--- config.mk ---
export PLATFORM = sky130hd
export DESIGN_NAME = dma_wrr_arbiter
export DESIGN_NICKNAME = d
export VERILOG_FILES = /design/src/rtl/dma_wrr_arbiter.sv
export SDC_FILE = /design/constraint.sdc
export NUM_CORES = 1
export LEC_CHECK = 0
export ABC_CLOCK_PERIOD_IN_PS = 9000
export CAP_MARGIN = 20
export CORE_MARGIN = 5
export CORE_UTILIZATION = 35
export CTS_BUF_LIST = sky130_fd_sc_hd__clkbuf_8
export DETAILED_ROUTE_END_ITERATION = 16
export PLACE_DENSITY_LB_ADDON = 0.2
export SLEW_MARGIN = 20
export SYNTH_ARGS = -nofsm -noshare
export SYNTH_HDL_FRONTEND = slang
export SYNTH_SLANG_ARGS = --single-unit
--- constraint.sdc ---
create_clock -name clk_i -period 9 [get_ports clk_i]
set_input_delay 2.25 -clock clk_i [delete_from_list [all_inputs] [get_ports clk_i]]
set_output_delay 2.25 -clock clk_i [all_outputs]
set_load 0.02 [all_outputs]
--- src/rtl/dma_wrr_arbiter.sv ---
// Weighted round-robin grant arbiter for the DMA channel front end.
// Optional urgent-request override is compiled in with DMA_ARB_URGENT_EN.
module dma_wrr_arbiter #(
  parameter int unsigned REQ_NUM  = 4,
  parameter int unsigned WEIGHT_W = 4
) (
  input  logic                          clk_i,
  input  logic                          rstn_i,
  input  logic [REQ_NUM-1:0]            reqs_i,
  input  logic [REQ_NUM*WEIGHT_W-1:0]   weights_i,
`ifdef DMA_ARB_URGENT_EN
  input  logic [REQ_NUM-1:0]            urgent_i,
`endif
  input  logic                          gnt_ready_i,
  output logic                          gnt_valid_o,
  output logic [REQ_NUM-1:0]            gnts_o,
  output logic [$clog2(REQ_NUM)-1:0]    gnt_id_o
);

  localparam int unsigned     IDW  = $clog2(REQ_NUM);
  localparam logic [IDW-1:0]  LAST = IDW'(REQ_NUM - 1);
  localparam logic [WEIGHT_W-1:0] ONE = {{(WEIGHT_W-1){1'b0}}, 1'b1};

  logic [IDW-1:0]      ptr;
  logic [IDW-1:0]      ptr_inc;
  logic [WEIGHT_W-1:0] cnt [REQ_NUM];
  logic [WEIGHT_W-1:0] ew  [REQ_NUM];
  logic [REQ_NUM-1:0]  elig;
  logic [REQ_NUM-1:0]  urg;
  logic                issue;
  logic                urgent_pick;
  logic                reload_pick;
  logic [IDW-1:0]      win;
  logic [REQ_NUM-1:0]  win_oh;

  // First set bit of v scanning upward from start, wrapping at REQ_NUM.
  function automatic logic [IDW-1:0] scan(input logic [REQ_NUM-1:0] v,
                                          input logic [IDW-1:0]     start);
    logic [IDW-1:0] r;
    logic [IDW:0]   idx;
    logic           hit;
    r   = '0;
    hit = 1'b0;
    for (int unsigned k = 0; k < REQ_NUM; k++) begin
      idx = {1'b0, start} + (IDW+1)'(k);
      if (idx >= (IDW+1)'(REQ_NUM)) idx = idx - (IDW+1)'(REQ_NUM);
      if (!hit && v[idx[IDW-1:0]]) begin
        hit = 1'b1;
        r   = idx[IDW-1:0];
      end
    end
    return r;
  endfunction

  always_comb begin
    for (int unsigned i = 0; i < REQ_NUM; i++) begin
      ew[i] = weights_i[i*WEIGHT_W +: WEIGHT_W];
      if (ew[i] == '0) ew[i] = ONE;
      elig[i] = reqs_i[i] && (cnt[i] != '0);
    end
  end

  always_comb begin
`ifdef DMA_ARB_URGENT_EN
    urg = reqs_i & urgent_i;
`else
    urg = '0;
`endif
    issue       = !gnt_valid_o || gnt_ready_i;
    ptr_inc     = (ptr == LAST) ? '0 : ptr + 1'b1;
    urgent_pick = (urg != '0);
    reload_pick = !urgent_pick && (elig == '0);
    if (urgent_pick)      win = scan(urg, ptr_inc);
    else if (reload_pick) win = scan(reqs_i, ptr_inc);
    else                  win = scan(elig, ptr);
    win_oh = {{(REQ_NUM-1){1'b0}}, 1'b1} << win;
  end

  always_ff @(posedge clk_i or negedge rstn_i) begin
    if (!rstn_i) begin
      gnt_valid_o <= 1'b0;
      gnts_o      <= '0;
      gnt_id_o    <= '0;
      ptr         <= LAST;
      for (int unsigned i = 0; i < REQ_NUM; i++) cnt[i] <= '0;
    end else if (issue) begin
      if (reqs_i != '0) begin
        gnt_valid_o <= 1'b1;
        gnts_o      <= win_oh;
        gnt_id_o    <= win;
        ptr         <= win;
        // Urgent picks leave credits untouched so normal rotation resumes intact.
        for (int unsigned i = 0; i < REQ_NUM; i++) begin
          if (!urgent_pick) begin
            if (reload_pick)
              cnt[i] <= win_oh[i] ? ew[i] - ONE : ew[i];
            else if (win_oh[i] && cnt[i] != '0)
              cnt[i] <= cnt[i] - ONE;
          end
        end
      end else begin
        gnt_valid_o <= 1'b0;
        gnts_o      <= '0;
        gnt_id_o    <= '0;
      end
    end
  end

endmodule

---- After elaboration in Yosys (flattened, before gate mapping) ----
Cells that the tools add are included.
storage, ports and cells
  output and inout bits ................... 7
  bits in latches ......................... 0
  memory bits (read-only) ................. 0
  RAM bits ................................ 0
  memories ................................ 0
  logic and storage cells ................. 163
  register bits after elaboration ......... 25
operators by class
  magnitude comparators ................... 16
  divide/modulo/power cells ............... 0
  reductions and logical operators ........ 41
  bitwise operators ....................... 0
  multiply operators ...................... 0
  muxes and demuxes ....................... 73
  shifts and indexed selects .............. 1
  $add $sub $neg .......................... 23
  equal/unequal tests ..................... 1
operators by type and width
  operator               number
  $mux W4                17
  $mux W2                27
  $sub A4 B1 Y4 const B  8
  $lt A2 B3 Y1 const B   8
  $mux W1                21
  $logic_not A4 Y1       5
  $reduce_bool A4 Y1     5
  $ge A3 B3 Y1 const B   6
  $bmux W1 S2            8
  $sub A2 B1 Y2 const B  8
  $logic_and A1 B1 Y1    14
  $add A2 B2 Y3 const B  4
  $reduce_and A3 Y1      4
  $reduce_bool A2 Y1     4
  $logic_not A1 Y1       7
  $add A2 B1 Y3 const B  2
  $ge A2 B3 Y1 const B   2
  $shl A1 B2 Y4 const A  1
  $add A2 B1 Y2 const B  1
  $eq A2 B2 Y1 const B   1
  $reduce_and A2 Y1      1
  $logic_or A1 B1 Y1     1

---- Longest topological paths before layout ----
Gate-level depths: netlist (run 1).
  depth after elaboration ................. 25
  mapped depth ............................ 12

---- Least setup slack after synthesis (run 1) ----
OpenSTA, ideal clock, no wires.
  kind .................................... input port to flip-flop
  start ................................... input reqs_i[2]
  end ..................................... register cnt[2] in the netlist's numbering
  path slack .............................. 4.534 ns
  stages .................................. 10
  library setup time ...................... 0.122 ns
  arrival time ............................ 4.344 ns
  required time ........................... 8.878 ns
  cells stage by stage .................... clkbuf_2 > clkbuf_1 > o21bai_1 > o2bb2ai_1 > nand4_1 > a2111oi_4 > a211oi_4 > o41ai_4 > o21ai_0 > a32o_1
on the way
  longest elaborated chain between the ends .. 21
  elaborated cells between the ends (all ways) .. 58
  those cells by class .................... shift (1); mux (39); reduce/logical (18)
ends and longest elaborated chain
  item                                 line  text
  from (decl)                          9     input logic [REQ_NUM-1:0] reqs_i,
  $logic_and A1 B1 Y1                  59    elig[i] = reqs_i[i] && (cnt[i] != '0);
  $bmux W1 S2                          47    if (!hit && v[idx[IDW-1:0]]) begin
  $mux W1 (implied by the code)        47
  $mux W1                              47
  $mux W1                              74    else if (reload_pick) win = scan(reqs_i, ptr_inc);
  $logic_not A1 Y1                     47
  $logic_and A1 B1 Y1                  47
  $mux W1                              47
  (+5 left out)                        -
  $logic_not A1 Y1                     47
  $logic_and A1 B1 Y1                  47
  $mux W2                              47
  $mux W2                              74
  $shl A1 B2 Y4                        76    win_oh = {{(REQ_NUM-1){1'b0}}, 1'b1} << win;
  $logic_and A1 B1 Y1                  97    else if (win_oh[i] && cnt[i] != '0)
  $reduce_bool A2 Y1 (no source line)  -
  $reduce_and A3 Y1 (no source line)   -
  to (signal, indexed assignment)      96    cnt[i] <= win_oh[i] ? ew[i] - ONE : ew[i];
  to (signal, indexed assignment)      98    cnt[i] <= cnt[i] - ONE;
  to (decl)                            26    logic [WEIGHT_W-1:0] cnt [REQ_NUM];
Parallel ways exist; a longest one is shown, timed or not. The select of a mux whose other input is x is not followed.
A chain may end at the register's enable or synchronous reset.

---- Worst setup path after layout (run 1) ----
  start ................................... input reqs_i[2]
  end ..................................... register cnt[9] in the netlist's numbering
Same word-level chain as after synthesis.

==> results of run 1 <==
stage by stage:
stage	utilization (%)	hold slack [ns]
final	41.60	0.4872
after detailed placement	40.77	0.4701
after global placement	40.77	0.4631
after floorplan	-	0.4754
after CTS	41.44	0.4901
after global routing	41.60	0.5230
cells in the final DEF (no fill, tap or decap), drive strengths merged, types with 6 or more instances in the layout:
cell	instances
nor2	22
a31oi	7
nand3	10
mux2i	6
nand2	23
nor2b	7
nand2b	6
inv	22
nor3b	6
a21oi	12
o21ai	21
dfrtp	23
clkdlybuf4s50	29
ha	9
nor3	18
metal layers:
layer  track usage, %  up-vias  share of wire, %
li1                 -     1142                 -
met1            20.75     1101                49
met2            22.87       45                46
met3            1.126        4               3.1
met4            4.452        0              0.96
met5                0        -                 0
final timing paths:
kind                                to  slack (ns)  cells past startpoint
max                             cnt[9]        3.56                      9
min                        gnt_id_o[1]        0.49                      1
max reg2reg                     cnt[9]        5.04                      9
min reg2reg                gnt_id_o[1]        0.49                      1
max in group asynchronous       ptr[0]        6.35                      2
min in group asynchronous       cnt[6]        2.33                      2
power by group through the flow:
stage                     Combinational [mW]  Clock, mW  Sequential [mW]
after floorplan                        0.525          0            0.219
after global placement                 0.634          0            0.235
after detailed placement               0.638          0            0.234
after CTS                              0.641     0.0702            0.231
after global routing                   0.727     0.0734            0.242
final                                  0.653     0.0671            0.233
state kept, by name, indices dropped and copies added, names as in the netlist:
register and flops:
cnt 16, gnt_valid_o 1, gnts_o 4, gnt_id_o 2, ptr 2
cell families (layout without fill, tap and decap cells):
logic type,Yosys count,in the layout
AOI/OAI and AO/OA,94,94
DFF,25,25
buffers and inverters,42,56
and+or+nand+nor,117,117
muxes,9,9
adders and majority gates,9,9
xor gates and xnor gates,6,6
layout make-up:
cell class	count	area, sq um	share of cell area (%)
Multi-Input combinational cell	235	1645	58.21
Sequential cell	25	628.1	22.22
Timing Repair Buffer	31	309.0	10.93
Tap cell	96	120.1	4.250
Inverter	21	78.83	2.789
Clock buffer	3	41.29	1.461
Clock inverter	1	3.754	0.1328
==> results.py, run 1 <==
metrics = {
    "run_status": {
        "outcome": "finished, final reports clean",
    },
    "timing": {
        "setup_viol": 0,
        "layout_setup_ws_ns": 3.560,
        "worst_pin_slew_ns": 0.9215,
        "grt_setup_unrepaired": "no",
        "finalHoldViolations": 0,
        "relSlewSlack_pct": 38.57,
        "fin_setup_tns_ns": 0,
        "final-max-slew-violation-count": 0,
        "timing.final.crit_share_pct": 60.44,
        "fmax_mhz": 183.8,
        "fin_crit_ns": 5.440,
        "finClkSkew_ns": 0.008498,
    },
    "cts": {
        "htree_levels": 1,
        "clock_path_buffers": 2,
        "cts_resized": 0,
        "hold_buffers": 0,
        "clock_sinks": 25,
        "cts_buffers": 3,
        "clock_latency_ns": 0.27,
        "cts_tree": "yes",
        "cts_root_buf": "clkbuf_8",
        "postCtsSetupRepairBufs": 0,
        "clk_pin_slew_ns": 0.09,
    },
    "critical_path": {
        "slowest_delay_ns": 0.88,
        "cpMaxStageDelayCell": "clkdlybuf4s50_1",
        "crit_chain": "clkdlybuf4s50_1 -> and2_1 -> a22oi_1 -> o311ai_0 -> o31ai_1 -> nor2_1 -> and2b_4 -> mux2i_1 -> a221o_1",
        "startpoint": "reqs_i[2]",
        "crit_buf_inv": 1,
        "crit_family": "compound AO/OA/AOI/OAI gates",
        "rr_startpoint": "ptr[0]",
        "cp.required_ns": 9.15,
        "cp.arrival_ns": 5.59,
        "crit_path_end_kind": "flip-flop",
        "crit_fanout": 18,
        "worst-setup-path-type": "primary input to flip-flop",
        "cp-start-kind": "primary input",
    },
    "drt": {
        "vias_per_cell": 5.563,
        "drc_errors": 0,
        "avgRoutedWirePerCell_microns": 14.87,
        "ant_nets": 0,
        "drt_iter0_drc": 117,
        "dr_total_vias": 2292,
        "wl_mm": 6.128,
        "firstDrtPassIters": 4,
    },
    "placed_design": {
        "portBuffers": 29,
        "placed_area_sq_mm": 0.002770,
        "pre_cts_ws_ns": 3.283,
        "dp_cells": 407,
        "dp_hpwl_mm": 4.427,
        "place.gp.congestion": 0.8470,
    },
    "logic_synthesis": {
        "syn_inst": 302,
        "synth_fa_ha_area_share_pct": 4.601,
        "yosys_warnings": 0,
        "netlist_top_cells_area": "dfrtp_1 24%, ha_1 4.6%, o21ai_0 4.3%",
        "synth_xor_area_share_pct": 2.147,
        "synth_edf_count": 0,
        "synth_top_family_by_area": "compound AO/OA/AOI/OAI gates",
        "yosys_register_bits": 25,
        "synthArstFlopShare_pct": 100.0,
        "synth_area_leader_cell": "dfrtp_1",
        "ys.flop_type": "dfrtp_1",
        "synth_most_common_cell": "dfrtp_1",
        "syn_nets": 334,
        "synthSimpleGateAreaFrac_pct": 26.53,
        "yosysTopAreaCellShare_pct": 23.52,
        "synth_compound_area_share_pct": 30.11,
        "synth_seq_area_share_pct": 25.66,
        "synthDistinctLibCells": 70,
        "synth_area_per_cell_sq_um": 8.104,
        "yosys-mux-area-fraction_pct": 3.834,
        "netlist_area_sq_mm": 0.002447,
        "synth_common_cells": "23 x dfrtp_1, 22 x nand2_1, 22 x nor2_1, 21 x inv_1, 21 x o21ai_0",
    },
    "die": {
        "dieArea_sq_mm": 0.008765,
        "core_sq_mm": 0.006794,
        "initial_core_util_pct": 36.02,
        "rows": 30,
        "die_w_microns": 93.62,
        "ioPinCount": 30,
        "die_y_microns": 93.62,
    },
    "min_path": {
        "min_from": "gnt_id_o[1]",
        "min_path_type": "flip-flop to flip-flop",
    },
    "global_routing": {
        "grt_max_degree": 26,
        "track_usage_pct": 14.41,
        "gr-total-overflow": 0,
        "grt_first_pass_wirelength_mm": 10.37,
        "grt_pass1_vias": 2162,
        "antenna_found_initial": 0,
    },
    "pwr": {
        "ir_drop_mv": 0.1008,
        "p_int_mw": 0.4826,
        "p_sw_mw": 0.4698,
        "p_total_mw": 0.9524,
        "power_frac_seq_pct": 24.4,
        "switching_share_pct": 49.33,
        "p_per_area_mw_per_mm2": 337.0,
        "power.share.combinational_pct": 68.5,
        "leakage_nw": 1.131,
        "clkPwrFrac_pct": 7.1,
    },
    "cells_and_area": {
        "stdcell_count": 412,
        "area_delta_synth_final_pct": 15.49,
        "num_antenna_cells": 0,
        "fillerInstances": 697,
        "stdcell_area_sq_mm": 0.002826,
        "nets": 349,
        "drive_gt1_share_pct": 8.228,
    },
    "flow_run": {
        "cap_violations": 0,
    },
}
Note: power is estimated with default switching activity, not from simulation.
==> run 2, diff against run 1 <==
--- a/config.mk
+++ b/config.mk
@@ -5,7 +5,7 @@
 export SDC_FILE = /design/constraint.sdc
 export NUM_CORES = 1
 export LEC_CHECK = 0
-export ABC_CLOCK_PERIOD_IN_PS = 9000
+export ABC_CLOCK_PERIOD_IN_PS = 4800
 export CAP_MARGIN = 20
 export CORE_MARGIN = 5
 export CORE_UTILIZATION = 35
==> constraint.sdc (replaced) <==
create_clock -name clk_i -period 4.8 [get_ports clk_i]
set_input_delay 1.2 -clock clk_i [delete_from_list [all_inputs] [get_ports clk_i]]
set_output_delay 1.2 -clock clk_i [all_outputs]
set_load 0.02 [all_outputs]
==> run 2 against run 1 <==
Non-clock buffer count up 6. Critical endpoint unchanged. Cell area grew 1.3%. First-iteration DRC count down 3.4%. Routed wire length increased by 3.1%. Clock skew is 0.0013 ns higher. Via count rose by 2.3%. Core utilization increased by 0.53 points. Global-route usage grew 0.61 points. Final cell count increased by 1.5%. Worst hold slack better by 0.0020 ns. Setup slack got worse by 2.9 ns. Register-to-register slack got worse by 3.9 ns.
==> results.py, run 2 (synthesized netlist as in run 1, its figures left out) <==
metrics = {
    "timing": {
        "finalHoldViolations": 0,
        "relSlewSlack_pct": 54.61,
        "worst_pin_slew_ns": 0.6783,
        "timing.final.crit_share_pct": 85.80,
        "grt_setup_unrepaired": "no",
        "layout_setup_ws_ns": 0.6816,
        "finClkSkew_ns": 0.009774,
        "final-max-slew-violation-count": 0,
        "setup_viol": 0,
        "fmax_mhz": 242.8,
        "fin_crit_ns": 4.118,
        "finalHoldWorstSlack_ns": 0.4893,
        "fin_setup_tns_ns": 0,
    },
    "drt": {
        "vias_per_cell": 5.608,
        "avgRoutedWirePerCell_microns": 15.11,
        "drt_iter0_drc": 113,
        "firstDrtPassIters": 4,
        "dr_total_vias": 2344,
        "drc_errors": 0,
        "ant_nets": 0,
        "wl_mm": 6.318,
    },
    "die": {
        "ioPinCount": 30,
        "die_y_microns": 93.62,
        "core_sq_mm": 0.006794,
        "rows": 30,
        "dieArea_sq_mm": 0.008765,
        "initial_core_util_pct": 36.02,
        "die_w_microns": 93.62,
    },
    "placed_design": {
        "portBuffers": 29,
        "place.gp.congestion": 0.8994,
        "dp_hpwl_mm": 4.738,
        "pre_cts_ws_ns": 0.4275,
    },
    "cells_and_area": {
        "final_common_cell": "clkdlybuf4s50_1",
        "drive_gt1_share_pct": 10.25,
        "regMostFlops": "cnt",
        "num_antenna_cells": 0,
        "area_delta_synth_final_pct": 16.97,
        "largest_reg_flops": 16,
        "nets": 355,
        "final_cell_mix": "28 x clkdlybuf4s50_1, 23 x dfrtp_1, 22 x inv_1, 22 x nor2_1, 22 x nand2_1",
        "largest_registers": "cnt (16), gnts_o (4)",
    },
    "global_routing": {
        "grt_pass1_vias": 2244,
        "track_usage_pct": 15.02,
        "grt_max_degree": 26,
        "gr-total-overflow": 0,
        "grt_first_pass_wirelength_mm": 10.91,
        "antenna_found_initial": 0,
    },
    "cts": {
        "clock_path_buffers": 2,
        "cts_root_buf": "clkbuf_8",
        "htree_levels": 1,
        "clk_pin_slew_ns": 0.08,
        "cts_tree": "yes",
        "clock_sinks": 25,
        "cts_resized": 0,
        "cts_buffers": 3,
        "postCtsSetupRepairBufs": 0,
        "hold_buffers": 0,
        "clock_latency_ns": 0.27,
    },
    "critical_path": {
        "cp.arrival_ns": 4.27,
        "crit_path_end_kind": "flip-flop",
        "cp.required_ns": 4.95,
        "crit_fanout": 18,
        "cp-start-kind": "primary input",
        "worst-setup-path-type": "primary input to flip-flop",
    },
    "run_status": {
        "outcome": "finished, final reports clean",
    },
    "min_path": {
        "min_path_type": "flip-flop to flip-flop",
    },
    "pwr": {
        "p_per_area_mw_per_mm2": 638.6,
        "ir_drop_mv": 0.2679,
        "leakage_nw": 1.158,
    },
    "flow_run": {
        "cap_violations": 0,
    },
}
[run 2: through the flow]
stage               std cells  area (sq um)  power, mW  util (%)
finish                    418          2863      1.828     42.14
global route              418          2863      1.999     42.14
CTS                       418          2863      1.832     42.14
detailed placement        414          2818      1.700     41.47
global placement          414          2823      1.692     41.55
floorplan                 302          2447      1.395         -
[run 2: power by group]
part           switching [mW]  total [mW]  internal (mW)
logic                   0.711        1.27          0.556
clock network          0.0678       0.125         0.0573
registers               0.118       0.436          0.319
[run 2: worst paths after layout]
kind / startpoint / endpoint / slack [ns] / depth (start not counted)
worst min-delay path: gnt_id_o[1] / gnt_id_o[1] / 0.49 / 1
worst max register to register: ptr[0] / cnt[9] / 1.14 / 10
max in group asynchronous: rstn_i / cnt[9] / 3.41 / 2
min in group asynchronous: rstn_i / cnt[7] / 0.90 / 1
worst max-delay path: reqs_i[2] / cnt[9] / 0.68 / 10
worst min register to register: gnt_id_o[1] / gnt_id_o[1] / 0.49 / 1
[run 2: per-layer routing]
metal | part of all wire (%) | vias up | GRT usage [%]
li1 | - | 1158 | -
met1 | 50 | 1144 | 21.73
met2 | 46 | 33 | 23.41
met3 | 2.7 | 9 | 1.368
met4 | 1.8 | 0 | 4.934
met5 | 0 | - | 0
[run 2: critical path: stages]
cell             delay, ns
clkdlybuf4s50_1       0.88
and2_1                0.27
a22oi_1               0.12
o311ai_0              0.55
o31ai_1               0.24
nor2_1                0.19
buf_4                 0.19
and2b_4               0.21
mux2i_1               0.12
a221o_1               0.29
[run 2: cell type report]
type,count,area [sq um]
fillers,692,3931
multi-input cells,235,1645
flip-flops and latches,25,628.1
repair buffers,37,345.3
well taps,96,120.1
inverters,21,78.83
clock buffers,3,41.29
clock inverters,1,3.754
==> run 3, diff against run 2 <==
--- a/config.mk
+++ b/config.mk
@@ -7,9 +7,9 @@
 export LEC_CHECK = 0
 export ABC_CLOCK_PERIOD_IN_PS = 4800
 export CAP_MARGIN = 20
-export CORE_MARGIN = 5
+export CORE_MARGIN = 2
 export CORE_UTILIZATION = 35
-export CTS_BUF_LIST = sky130_fd_sc_hd__clkbuf_8
+export CTS_BUF_LIST = sky130_fd_sc_hd__clkbuf_16
 export DETAILED_ROUTE_END_ITERATION = 16
 export PLACE_DENSITY_LB_ADDON = 0.2
 export SLEW_MARGIN = 20
==> run 3 against run 2 <==
First-iteration DRC count up 30%. Sequential power about the same. Clock power rose by 50%. Routed wire length decreased by 2.8%. Worst hold slack got worse by 0.0098 ns. Register-to-register slack worse by 0.18 ns. Critical path depth fell by 1. Die area down 12%. Critical endpoint is now cnt[12]. Largest power group unchanged.
==> results.py, run 3 (synthesized netlist as in run 1, its figures left out) <==
metrics = {
    "run_status": {
        "outcome": "finished, final reports clean",
    },
    "timing": {
        "worst_pin_slew_ns": 0.8124,
        "finalHoldViolations": 0,
        "setup_viol": 0,
        "final-max-slew-violation-count": 0,
        "fmax_mhz": 233.2,
        "timing.final.crit_share_pct": 89.33,
        "grt_setup_unrepaired": "no",
        "fin_crit_ns": 4.288,
        "fin_setup_tns_ns": 0,
        "finClkSkew_ns": 0.003906,
        "relSlewSlack_pct": 45.67,
    },
    "cts": {
        "cts_buffers": 3,
        "hold_buffers": 0,
        "postCtsSetupRepairBufs": 0,
        "clk_pin_slew_ns": 0.07,
        "clock_path_buffers": 2,
        "clock_sinks": 25,
        "cts_resized": 0,
        "cts_root_buf": "clkbuf_16",
        "clock_latency_ns": 0.26,
        "htree_levels": 1,
        "cts_tree": "yes",
    },
    "drt": {
        "dr_total_vias": 2290,
        "drt_iter0_drc": 147,
        "drc_errors": 0,
        "wl_mm": 6.138,
        "ant_nets": 0,
        "firstDrtPassIters": 4,
        "avgRoutedWirePerCell_microns": 14.65,
        "vias_per_cell": 5.465,
    },
    "placed_design": {
        "portBuffers": 29,
        "place.gp.congestion": 0.8023,
        "dp_cells": 415,
        "dp_hpwl_mm": 4.545,
    },
    "critical_path": {
        "crit_path_end_kind": "flip-flop",
        "cp-start-kind": "primary input",
        "cp.required_ns": 4.94,
        "worst-setup-path-type": "primary input to flip-flop",
        "crit_fanout": 17,
        "cp.arrival_ns": 4.43,
    },
    "cells_and_area": {
        "nets": 356,
        "num_antenna_cells": 0,
        "fillerInstances": 683,
        "final_util_pct": 42.84,
        "largest_reg_flops": 16,
        "drive_gt1_share_pct": 10.53,
        "area_delta_synth_final_pct": 18.92,
        "stdcell_count": 419,
        "final_common_cell": "clkdlybuf4s50_1",
        "final_cell_mix": "29 x clkdlybuf4s50_1, 23 x dfrtp_1, 22 x nor2_1, 22 x nand2_1",
        "largest_registers": "cnt (16), gnts_o (4)",
        "regMostFlops": "cnt",
    },
    "global_routing": {
        "antenna_found_initial": 0,
        "grt_first_pass_wirelength_mm": 10.49,
        "gr-total-overflow": 0,
        "track_usage_pct": 16.86,
        "grt_max_degree": 26,
        "grt_pass1_vias": 2131,
    },
    "pwr": {
        "p_int_mw": 0.9687,
        "ir_drop_mv": 0.2308,
        "switching_share_pct": 48.00,
        "clkPwrFrac_pct": 10.1,
        "p_total_mw": 1.863,
        "p_sw_mw": 0.8942,
        "power_frac_seq_pct": 23.3,
        "p_per_area_mw_per_mm2": 640.1,
        "leakage_nw": 1.177,
        "power.share.combinational_pct": 66.6,
    },
    "die": {
        "ioPinCount": 30,
        "die_w_microns": 87.62,
        "die_y_microns": 87.62,
        "initial_core_util_pct": 36.02,
        "core_sq_mm": 0.006794,
        "rows": 30,
        "dieArea_sq_mm": 0.007677,
    },
    "min_path": {
        "min_path_type": "flip-flop to flip-flop",
    },
    "flow_run": {
        "cap_violations": 0,
    },
}
-- run 3: cell count changes in the layout (fill, tap and decap cells not counted), sizes merged --
cell / delta
clkdlybuf4s50: +1
clkinv: +1
inv: -1
-- run 3: power by group through the flow --
stage	Combinational [mW]	Sequential (mW)	Clock, mW
after floorplan	0.984	0.411	0
after global placement	1.23	0.436	0
after detailed placement	1.24	0.438	0
after CTS	1.25	0.435	0.193
after global routing	1.38	0.458	0.200
final	1.24	0.435	0.188
-- run 3: metrics by stage --
stage	hold slack [ns]	instance area, sq um	setup slack, ns
2_1_floorplan	0.4754	2447	1.384
3_3_place_gp	0.4603	2830	0.2395
3_5_place_dp	0.4660	2830	0.2637
4_1_cts	0.4814	2910	0.5086
5_1_grt	0.5280	2910	0.3199
6_report	0.4794	2910	0.5124
-- run 3: final timing paths --
path                             start     endpoint  slack (ns)  cells after the start
max in group asynchronous       rstn_i       ptr[1]        3.18                      2
max                          reqs_i[2]      cnt[12]        0.51                      9
min reg2reg                gnt_id_o[1]  gnt_id_o[1]        0.48                      1
min                        gnt_id_o[1]  gnt_id_o[1]        0.48                      1
min in group asynchronous       rstn_i      cnt[15]        1.32                      2
max reg2reg                     ptr[0]      cnt[12]        0.96                      9
-- run 3: layout make-up --
class / count / area (sq um) / share of cell area (%)
Clock buffer: 3 / 75.07 / 2.580
Clock inverter: 1 / 5.005 / 0.1720
Inverter: 21 / 78.83 / 2.709
Multi-Input combinational cell: 235 / 1645 / 56.53
Sequential cell: 25 / 628.1 / 21.58
Tap cell: 96 / 120.1 / 4.127
Timing Repair Buffer: 38 / 357.8 / 12.30
-- run 3: metal layers --
metal / vias to the layer above / track usage (%) / wire length (microns)
met2: 38 / 26.65 / 2900
li1: 1160 / - / -
met3: 6 / 1.697 / 169
met1: 1086 / 24.48 / 3001
met4: 0 / 4.615 / 66
met5: - / 0 / 0
-- run 3: worst max-delay path, cell delays in order --
cell	delay, ns
clkdlybuf4s50_1	0.85
and2_1	0.25
a22oi_1	0.11
o311ai_0	0.56
o31ai_1	0.24
nor2_1	0.47
nand2_1	0.24
xor2_1	0.22
a221o_1	0.29
